===== config.mk =====
export PLATFORM = sky130hd
export DESIGN_NAME = vram_display_pipe
export DESIGN_NICKNAME = d
export VERILOG_FILES = /design/src/rtl/vram_display_pkg.sv /design/src/rtl/vram_coord_forecast.sv /design/src/rtl/vram_display_pipe.sv
export SDC_FILE = /design/constraint.sdc
export NUM_CORES = 1
export LEC_CHECK = 0
export ABC_AREA = 1
export BUFFER_PORTS_ARGS = -buffer_cell sky130_fd_sc_hd__buf_2
export CAP_MARGIN = 25
export CORE_MARGIN = 2
export CORE_UTILIZATION = 38
export CTS_CLUSTER_DIAMETER = 60
export DETAILED_ROUTE_END_ITERATION = 8
export PLACE_DENSITY = 0.69
export SLEW_MARGIN = 20
export SYNTH_ARGS = -nofsm -noshare
export SYNTH_HDL_FRONTEND = slang
export SYNTH_HIERARCHICAL = 1
export SYNTH_SLANG_ARGS = --single-unit

===== constraint.sdc =====
create_clock -name clk -period 4.9 [get_ports clk]
set_input_delay 0.735 -clock clk [delete_from_list [all_inputs] [get_ports clk]]
set_output_delay 0.735 -clock clk [all_outputs]
set_load 0.05 [all_outputs]

===== src/rtl/vram_display_pkg.sv =====
// Shared types and helpers for the VRAM scan-out pipeline.
package vram_display_pkg;

    localparam int unsigned PIX_W   = 30;
    localparam int unsigned VRAM_DW = 36;
    localparam int unsigned VRAM_AW = 19;
    localparam int unsigned COORD_W = 12;
    localparam int unsigned SUB_W   = VRAM_DW / 2;

    // Per-clock tag travelling alongside an outstanding VRAM read.
    typedef struct packed {
        logic in_win;
        logic sub_sel;
        logic first;
    } pipe_stage_t;

    // Widen a 6-bit channel to 10 bits by replicating its top bits into the LSBs.
    function automatic logic [9:0] expand6(input logic [5:0] c);
        return {c, c[5:2]};
    endfunction

endpackage


===== src/rtl/vram_coord_forecast.sv =====
// Forecasts raw counters LOOKAHEAD clocks ahead and maps them into signed window coordinates.
module vram_coord_forecast
    import vram_display_pkg::*;
#(
    parameter int unsigned LOOKAHEAD = 4,
    parameter int unsigned H_TOTAL   = 1344,
    parameter int unsigned V_TOTAL   = 806,
    parameter int unsigned XOFFSET   = 0,
    parameter int unsigned YOFFSET   = 0,
    parameter int unsigned H_ACTIVE  = 640,
    parameter int unsigned V_ACTIVE  = 480
) (
    input  logic [10:0]                hcount,
    input  logic [9:0]                 vcount,
    output logic signed [COORD_W-1:0]  fx_c,
    output logic signed [COORD_W-1:0]  fy_c,
    output logic                       in_win_c
);

    logic [COORD_W-1:0] h_sum;
    logic [COORD_W-1:0] hf;
    logic [COORD_W-1:0] vf;

    assign h_sum = COORD_W'(hcount) + COORD_W'(LOOKAHEAD);

    // Wrap the horizontal forecast into the next line, and the line into the next frame.
    always_comb begin
        hf = h_sum;
        vf = COORD_W'(vcount);
        if (h_sum >= COORD_W'(H_TOTAL)) begin
            hf = h_sum - COORD_W'(H_TOTAL);
            vf = COORD_W'(vcount) + COORD_W'(1);
            if (vf >= COORD_W'(V_TOTAL)) begin
                vf = '0;
            end
        end
    end

    assign fx_c = $signed(hf - COORD_W'(XOFFSET));
    assign fy_c = $signed(vf - COORD_W'(YOFFSET));

    // Negative coordinates are outside; no modular aliasing onto the far edge.
    assign in_win_c = !fx_c[COORD_W-1] && !fy_c[COORD_W-1] &&
                      ($unsigned(fx_c) < COORD_W'(H_ACTIVE)) &&
                      ($unsigned(fy_c) < COORD_W'(V_ACTIVE));

endmodule


===== src/rtl/vram_display_pipe.sv =====
// VRAM scan-out: forecast, read issue, realignment, unpack, upscale, border fill.
// Optional test-pattern generator enabled by defining VRAM_DISPLAY_PIPE_TPG_EN.
module vram_display_pipe
    import vram_display_pkg::*;
#(
    parameter int unsigned XOFFSET      = 0,
    parameter int unsigned YOFFSET      = 0,
    parameter int unsigned H_ACTIVE     = 640,
    parameter int unsigned V_ACTIVE     = 480,
    parameter int unsigned H_TOTAL      = 1344,
    parameter int unsigned V_TOTAL      = 806,
    parameter int unsigned RD_LATENCY   = 2,
    parameter int unsigned PIX_PER_WORD = 1,
    parameter int unsigned SCALE_SHIFT  = 0,
    parameter int unsigned X_ADDR_BITS  = 10,
    parameter logic [PIX_W-1:0] BORDER_COLOR = 30'h0808_0200
) (
    input  logic                clk,
    input  logic                reset,
    input  logic [10:0]         hcount,
    input  logic [9:0]          vcount,
    output logic [VRAM_AW-1:0]  vram_addr,
    input  logic [VRAM_DW-1:0]  vram_read_data,
`ifdef VRAM_DISPLAY_PIPE_TPG_EN
    input  logic                tpg_on,
`endif
    output logic [PIX_W-1:0]    vr_pixel,
    output logic                pix_in_window,
    output logic                frame_start
);

    localparam int unsigned LOOKAHEAD = RD_LATENCY + 2;
    localparam int unsigned DEPTH     = LOOKAHEAD - 1;

    // Reject unsupported configurations at elaboration.
    if (!(PIX_PER_WORD == 1 || PIX_PER_WORD == 2)) begin : g_bad_ppw
        $error("vram_display_pipe: PIX_PER_WORD must be 1 or 2");
    end
    if (RD_LATENCY < 1 || RD_LATENCY > 4) begin : g_bad_lat
        $error("vram_display_pipe: RD_LATENCY must be 1..4");
    end
    if (SCALE_SHIFT > 2) begin : g_bad_scale
        $error("vram_display_pipe: SCALE_SHIFT must be 0..2");
    end

    logic signed [COORD_W-1:0] fx;
    logic signed [COORD_W-1:0] fy;
    logic                      in_win_c;
    logic [COORD_W-1:0]        sx;
    logic [COORD_W-1:0]        sy;
    logic [COORD_W-1:0]        word_col;
    logic [VRAM_AW-1:0]        addr_next;
    pipe_stage_t               stage_in;
    pipe_stage_t               pipe [DEPTH];
    pipe_stage_t               tail;
    logic [SUB_W-1:0]          half;
    logic [PIX_W-1:0]          pix_vram;
    logic [PIX_W-1:0]          pix_c;

    vram_coord_forecast #(
        .LOOKAHEAD (LOOKAHEAD),
        .H_TOTAL   (H_TOTAL),
        .V_TOTAL   (V_TOTAL),
        .XOFFSET   (XOFFSET),
        .YOFFSET   (YOFFSET),
        .H_ACTIVE  (H_ACTIVE),
        .V_ACTIVE  (V_ACTIVE)
    ) u_forecast (
        .hcount   (hcount),
        .vcount   (vcount),
        .fx_c     (fx),
        .fy_c     (fy),
        .in_win_c (in_win_c)
    );

    // Upscaling divides window coordinates down to source pixels, then to word columns.
    assign sx        = $unsigned(fx) >> SCALE_SHIFT;
    assign sy        = $unsigned(fy) >> SCALE_SHIFT;
    assign word_col  = (PIX_PER_WORD == 2) ? (sx >> 1) : sx;
    assign addr_next = (VRAM_AW'(sy) << X_ADDR_BITS) | VRAM_AW'(word_col);

    assign stage_in = '{
        in_win:  in_win_c,
        sub_sel: (PIX_PER_WORD == 2) ? sx[0] : 1'b0,
        first:   (fx == '0) && (fy == '0)
    };

    // Issue a read only for in-window forecasts; otherwise hold the last address.
    always_ff @(posedge clk or posedge reset) begin
        if (reset) begin
            vram_addr <= '0;
        end else if (in_win_c) begin
            vram_addr <= addr_next;
        end
    end

    // Tag shift register matching the address-to-data latency.
    always_ff @(posedge clk or posedge reset) begin
        if (reset) begin
            pipe <= '{default: '0};
        end else begin
            pipe[0] <= stage_in;
            for (int unsigned i = 1; i < DEPTH; i++) begin
                pipe[i] <= pipe[i-1];
            end
        end
    end

    assign tail = pipe[DEPTH-1];

    // Pick the pixel out of the returned word.
    always_comb begin
        half = tail.sub_sel ? vram_read_data[VRAM_DW-1:SUB_W] : vram_read_data[SUB_W-1:0];
        if (PIX_PER_WORD == 1) begin
            pix_vram = vram_read_data[PIX_W-1:0];
        end else begin
            pix_vram = {expand6(half[17:12]), expand6(half[11:6]), expand6(half[5:0])};
        end
    end

`ifdef VRAM_DISPLAY_PIPE_TPG_EN
    localparam int unsigned BAR_W = H_ACTIVE / 8;

    logic [2:0] bar_c;
    logic [2:0] bar_pipe [DEPTH];
    logic [2:0] bar;

    assign bar_c = 3'($unsigned(fx) / COORD_W'(BAR_W));
    assign bar   = bar_pipe[DEPTH-1];

    // Bar index rides alongside the read so it lines up with the output pixel.
    always_ff @(posedge clk or posedge reset) begin
        if (reset) begin
            bar_pipe <= '{default: '0};
        end else begin
            bar_pipe[0] <= bar_c;
            for (int unsigned i = 1; i < DEPTH; i++) begin
                bar_pipe[i] <= bar_pipe[i-1];
            end
        end
    end

    assign pix_c = tpg_on ? {{10{bar[2]}}, {10{bar[1]}}, {10{bar[0]}}} : pix_vram;
`else
    assign pix_c = pix_vram;
`endif

    // Registered pixel, window flag and frame marker.
    always_ff @(posedge clk or posedge reset) begin
        if (reset) begin
            vr_pixel      <= BORDER_COLOR;
            pix_in_window <= 1'b0;
            frame_start   <= 1'b0;
        end else begin
            vr_pixel      <= tail.in_win ? pix_c : BORDER_COLOR;
            pix_in_window <= tail.in_win;
            frame_start   <= tail.first;
        end
    end

endmodule


==> impl_metrics.tcl, run 1 <==
set metrics [dict create \
    cts_max_path_buffers 2 \
    leakage_nw 2.35 \
    syn_area_per_cell_sq_um 8.37 \
    multi_input_area_sq_um 1310 \
    async_reset_ff_share_pct 100 \
    numPortBuffers 103 \
    nets 537 \
    cts-root-buf "clkbuf_8" \
    hpwl_um 5000 \
    netlist_instances 367 \
    cap_violations 0 \
    core_sq_um 7770 \
    area_growth_pct 25.1 \
    setup_viol 0 \
    num_vias 2561 \
    yosysSeqAreaShare_pct 46.5 \
    maxSlewHeadroom_pct 38.4 \
    maxSlewViolCount 0 \
    cts_hold_buf 0 \
    grt_pass1_wl_um 10400 \
    wl_per_cell_um 10.8 \
    vias_per_cell 4.42 \
    drt_iter0_markers 67 \
    min_path_type "reg2reg" \
    cp.buffers_inverters 5 \
    synth_edf_count 0 \
    die_area_sq_um 8820 \
    fin_crit_ns 3.57 \
    num_antenna_cells 0 \
    antenna_found_initial 0 \
    yosysWarnings 6 \
    drc 0 \
    crit_family "simple AND/OR/NAND/NOR gates" \
    wl_um 6230 \
    fillerInstances 781 \
    numCtsBuffers 9 \
    clock_skew_ns 0.00865 \
    peakVddDrop_uv 183 \
    setup.worst_path.start_class "input port" \
    drive_gt1_share_pct 33.5 \
    worst_setup_path_end_kind "register" \
    grt_use_total_pct 15.0 \
    rsz0062_at_grt "no" \
    hold_ws_ns 0.339 \
    fin_tns_setup_ns 0 \
    clk_latency_ns 0.33 \
    grt_start_max_net_pins 58 \
    syn-cell-area_sq_um 3070 \
    cts.clk_slew.worst_paths_ns 0.07 \
    clock_sinks 57 \
    hold_viol 0 \
    rows 32 \
    power_mw 1.63 \
    crit_path_max_fanout 18 \
    cp.required_ns 5.12 \
    cts_tree "yes" \
    crit_path_top_delay_cell "nor2_2" \
    firstDrtPassIters 4 \
    period_share_pct 72.9 \
    postCtsSetupBuffers 0 \
    max_stage_delay_ns 0.38 \
    regArea_sq_um 1430 \
    drtAntennaViolNets 0 \
    overflow 0 \
    cp.arrival_ns 3.79 \
    h-tree-depth 3 \
    status "finished clean" \
    synth_top_flop_cell "dfrtp_1" \
    grt_pass1_vias 2397 \
    tightest_slew_ns 0.924 \
    path_class "in2reg" \
    cp_common_cell "nand2_1" \
    dieHeight_um 93.9 \
    pin_count 110 \
    ys_ff_latch 57 \
    die_x_um 93.9 \
    globalplace.congestion 0.853 \
    ys_types 33 \
    cts.repair.resized 0 \
    start_util_pct 39.6 \
    fmax_ghz 0.280 \
    p_per_area_nw_per_um2 425 \
]
==> final timing paths <==
| kind | start | end | slack (ns) | cells past startpoint |
|---|---|---|---|---|
| max | hcount[2] | vram_addr[1] | 1.33 | 25 |
| min | pipe[8] | pipe[5] | 0.34 | 0 |
| max in group asynchronous | reset | vram_addr[16] | 3.93 | 2 |
| min in group asynchronous | reset | vram_addr[1] | 0.50 | 2 |
| min reg2reg | pipe[8] | pipe[5] | 0.34 | 0 |
| max reg2reg | pipe[2] | vr_pixel[4] | 3.60 | 2 |
==> flip-flops by register name, indices dropped and copies added, names as in the netlist <==
register,flops
vr_pixel,30
vram_addr,19
frame_start,1
pipe,6
pix_in_window,1
==> area by class of cell <==
cell class / instances / area share (%)
Clock inverter: 5 / 1.43
Clock buffer: 11 / 3.68
Timing Repair Buffer: 104 / 13.6
Inverter: 69 / 6.80
Tap cell: 102 / 3.32
Multi-Input combinational cell: 231 / 34.0
Sequential cell: 57 / 37.2
==> synthesized netlist by cell type, types with 2 or more instances <==
master,number,area share [%]
nand3_1,21,3.4
nor2_1,37,4.5
inv_1,67,8.2
o22ai_1,4,0.81
xor2_1,2,0.57
o211ai_1,2,0.49
dfrtp_1,54,44
nand2_2,5,1.0
inv_2,2,0.24
a21oi_1,2,0.33
nand3_2,4,1.3
buf_4,4,0.98
nand4_1,7,1.4
ha_1,6,2.4
o21ai_1,2,0.33
mux2_4,16,7.8
buf_2,4,0.65
nand2_1,108,13
nand2_4,2,0.73
dfstp_2,3,2.6
buf_6,3,1.1
==> through the flow <==
stage / utilization, % / setup slack [ns] / instances / instance area [sq um]
final: 49.5 / 1.33 / 579 / 3840
after global routing: 49.5 / 0.947 / 579 / 3840
after CTS: 49.5 / 1.31 / 579 / 3840
after detailed placement: 47.0 / 0.950 / 563 / 3650
after global placement: 46.9 / 0.993 / 563 / 3650
after floorplan: - / 1.58 / 368 / 3080
==> power breakdown <==
group	leakage (nW)	total, mW	internal, mW	switching, mW
clock	0.0953	0.421	0.247	0.175
sequential	0.728	0.604	0.554	0.0499
combinational	1.52	0.609	0.178	0.430
total	2.35	1.63	0.979	0.655
==> routing by layer <==
metal  track usage (%)  part of all wire [%]  up-vias
li1                  -                     -     1317
met1              17.6                    44     1144
met2              26.2                    47       94
met3              3.37                   7.8        6
met4              6.16                  0.98        0
met5                 0                     0        -
==> cells in the final DEF (no fill, tap or decap), types with 3 or more instances in the layout <==
cell	count
nand4_1	7
inv_1	66
nand3_2	4
mux2_4	16
nand2_1	108
dfstp_2	3
dfrtp_1	54
ha_1	6
nor2_1	36
o22ai_1	4
nand2_2	5
clkbuf_8	10
buf_2	103
nand3_1	21
==> logic make-up (layout without fill, tap and decap cells) <==
kind of cell | Yosys count | in the layout | share of synthesized area, %
simple gates | 191 | 191 | 28.1
buf+inv | 80 | 189 | 11.2
flops | 57 | 57 | 46.5
mux | 17 | 17 | 8.18
compound gates | 12 | 12 | 2.56
fa+ha+maj | 6 | 6 | 2.44
xor+xnor | 3 | 3 | 0.855
other cells | 1 | 2 | 0.122
Power figures use the tool's default switching activity.
==> inputs of run 2 (changes only) <==
Settings changed: PLACE_DENSITY 0.69 to 0.71.
Clock period 4.9 ns to 3.05 ns, I/O delays scaled along.
==> impl_metrics.tcl, run 2 (synthesized netlist as in run 1, its figures left out) <==
set metrics [dict create \
    power_mw 2.67 \
    status "finished clean" \
    num_vias 2643 \
    die_area_sq_um 8820 \
    vias_per_cell 4.42 \
    grt_pass1_vias 2326 \
    setup.worst_path.start_class "input port" \
    tightest_slew_ns 0.901 \
    postCtsSetupBuffers 0 \
    largest_reg_flops 30 \
    clock_skew_ns 0.00483 \
    num_antenna_cells 0 \
    cts.clk_slew.worst_paths_ns 0.06 \
    numCtsBuffers 9 \
    mostFrequentLayoutCell "nand2_1" \
    overflow 0 \
    numPortBuffers 103 \
    cts-root-buf "clkbuf_8" \
    r2r-end "vr_pixel[24]" \
    maxSlewHeadroom_pct 39.9 \
    regArea_sq_um 1430 \
    h-tree-depth 3 \
    area_growth_pct 30.6 \
    rsz0062_at_grt "no" \
    core_sq_um 7770 \
    drt_iter0_markers 83 \
    min_path_type "in2async" \
    pin_count 110 \
    rows 32 \
    grt_pass1_wl_um 10200 \
    path_class "in2reg" \
    cts.repair.resized 0 \
    firstDrtPassIters 4 \
    fmax_ghz 0.362 \
    multi_input_area_sq_um 1310 \
    start_util_pct 39.6 \
    cp.required_ns 3.25 \
    globalplace.congestion 0.840 \
    setup_viol 0 \
    hpwl_um 5130 \
    die_x_um 93.9 \
    leakage_nw 2.45 \
    rr_worst_depth 2 \
    antenna_found_initial 0 \
    period_share_pct 90.5 \
    cap_violations 0 \
    layout_common_cells "nand2_1, buf_2, inv_1, dfrtp_1, nor2_1" \
    clk_latency_ns 0.31 \
    fin_crit_ns 2.76 \
    rr_startpoint "pipe[2]" \
    grt_use_total_pct 14.6 \
    top_register "vr_pixel" \
    cp.arrival_ns 2.96 \
    hold_ws_ns 0.200 \
    dp_cells 582 \
    cts_max_path_buffers 2 \
    wl_per_cell_um 10.6 \
    top_regs "vr_pixel x30, vram_addr x19, pipe x6" \
    r2r_setup_slack_ns 1.82 \
    cts_hold_buf 0 \
    hold_viol 0 \
    clock_sinks 57 \
    crit_path_max_fanout 18 \
    drtAntennaViolNets 0 \
    fin_cells 598 \
    drive_gt1_share_pct 35.9 \
    drc 0 \
    dieHeight_um 93.9 \
    p_per_area_nw_per_um2 665 \
    wl_um 6370 \
    fillerInstances 728 \
    grt_start_max_net_pins 32 \
    nets 556 \
    worst_setup_path_end_kind "register" \
    cts_tree "yes" \
    maxSlewViolCount 0 \
    peakVddDrop_uv 249 \
]
run 2: cell types whose count changed in the layout (fill, tap and decap cells not counted), sizes merged:
cell and delta:
buf +19, clkinvlp -2, clkbuf +2
run 2: cell type report:
cell class | instances | area share (%)
well taps | 102 | 3.18
flip-flops and latches | 57 | 35.6
inverters | 69 | 6.45
multi-input cells | 231 | 32.6
repair buffers | 123 | 17.2
clock buffers | 13 | 3.96
clock inverters | 3 | 0.998
run 2: where the power goes:
group	total [mW]	switching, mW	leakage (nW)	internal, mW
registers	0.972	0.0820	0.728	0.890
clock network	0.679	0.259	0.103	0.419
logic	1.02	0.700	1.62	0.318
total	2.67	1.04	2.45	1.63
run 2: worst max-delay path: stages:
cell and delay, ns:
buf_2 0.11, ha_1 0.23, nand3_2 0.10, xor2_1 0.19, inv_1 0.08, ha_1 0.19
nand2_1 0.05, inv_1 0.03, nand2_1 0.05, nor2_1 0.04, nand2_1 0.05, nand2_1 0.05
nand2_1 0.07, nand2_2 0.06, nand2_4 0.08, nand2_8 0.09, o21ai_1 0.18, nand2_1 0.07
nand2_1 0.06, nand2_1 0.06, nor2_2 0.13, buf_12 0.20, mux2_2 0.34
run 2: how the worst max path moves through the flow:
stage	start	to	slack, ns
floorplan	hcount[2]	vram_addr[12]	0.01
global placement	hcount[2]	vram_addr[17]	-0.01
detailed placement	hcount[2]	vram_addr[17]	-0.08
CTS	hcount[2]	vram_addr[17]	0.27
global route	hcount[2]	vram_addr[17]	0.11
finish	hcount[2]	vram_addr[17]	0.29
run 2: through the flow:
stage | setup TNS, ns | setup WS, ns | instance area, sq um | util [%]
floorplan | 0 | 0.0115 | 3080 | -
global placement | -0.0146 | -0.0146 | 3810 | 49.1
detailed placement | -0.784 | -0.0828 | 3810 | 49.1
CTS | 0 | 0.266 | 4010 | 51.7
global route | 0 | 0.114 | 4010 | 51.7
finish | 0 | 0.289 | 4010 | 51.7
run 2: layer usage:
| metal | vias to the layer above | part of all wire, % | wire [um] | GRT usage (%) |
|---|---|---|---|---|
| met5 | - | 0 | 0 | 0 |
| met4 | 0 | 0.68 | 43 | 5.80 |
| met3 | 2 | 6.2 | 394 | 2.97 |
| met2 | 90 | 49 | 3090 | 25.2 |
| met1 | 1186 | 45 | 2840 | 18.0 |
| li1 | 1365 | - | - | - |
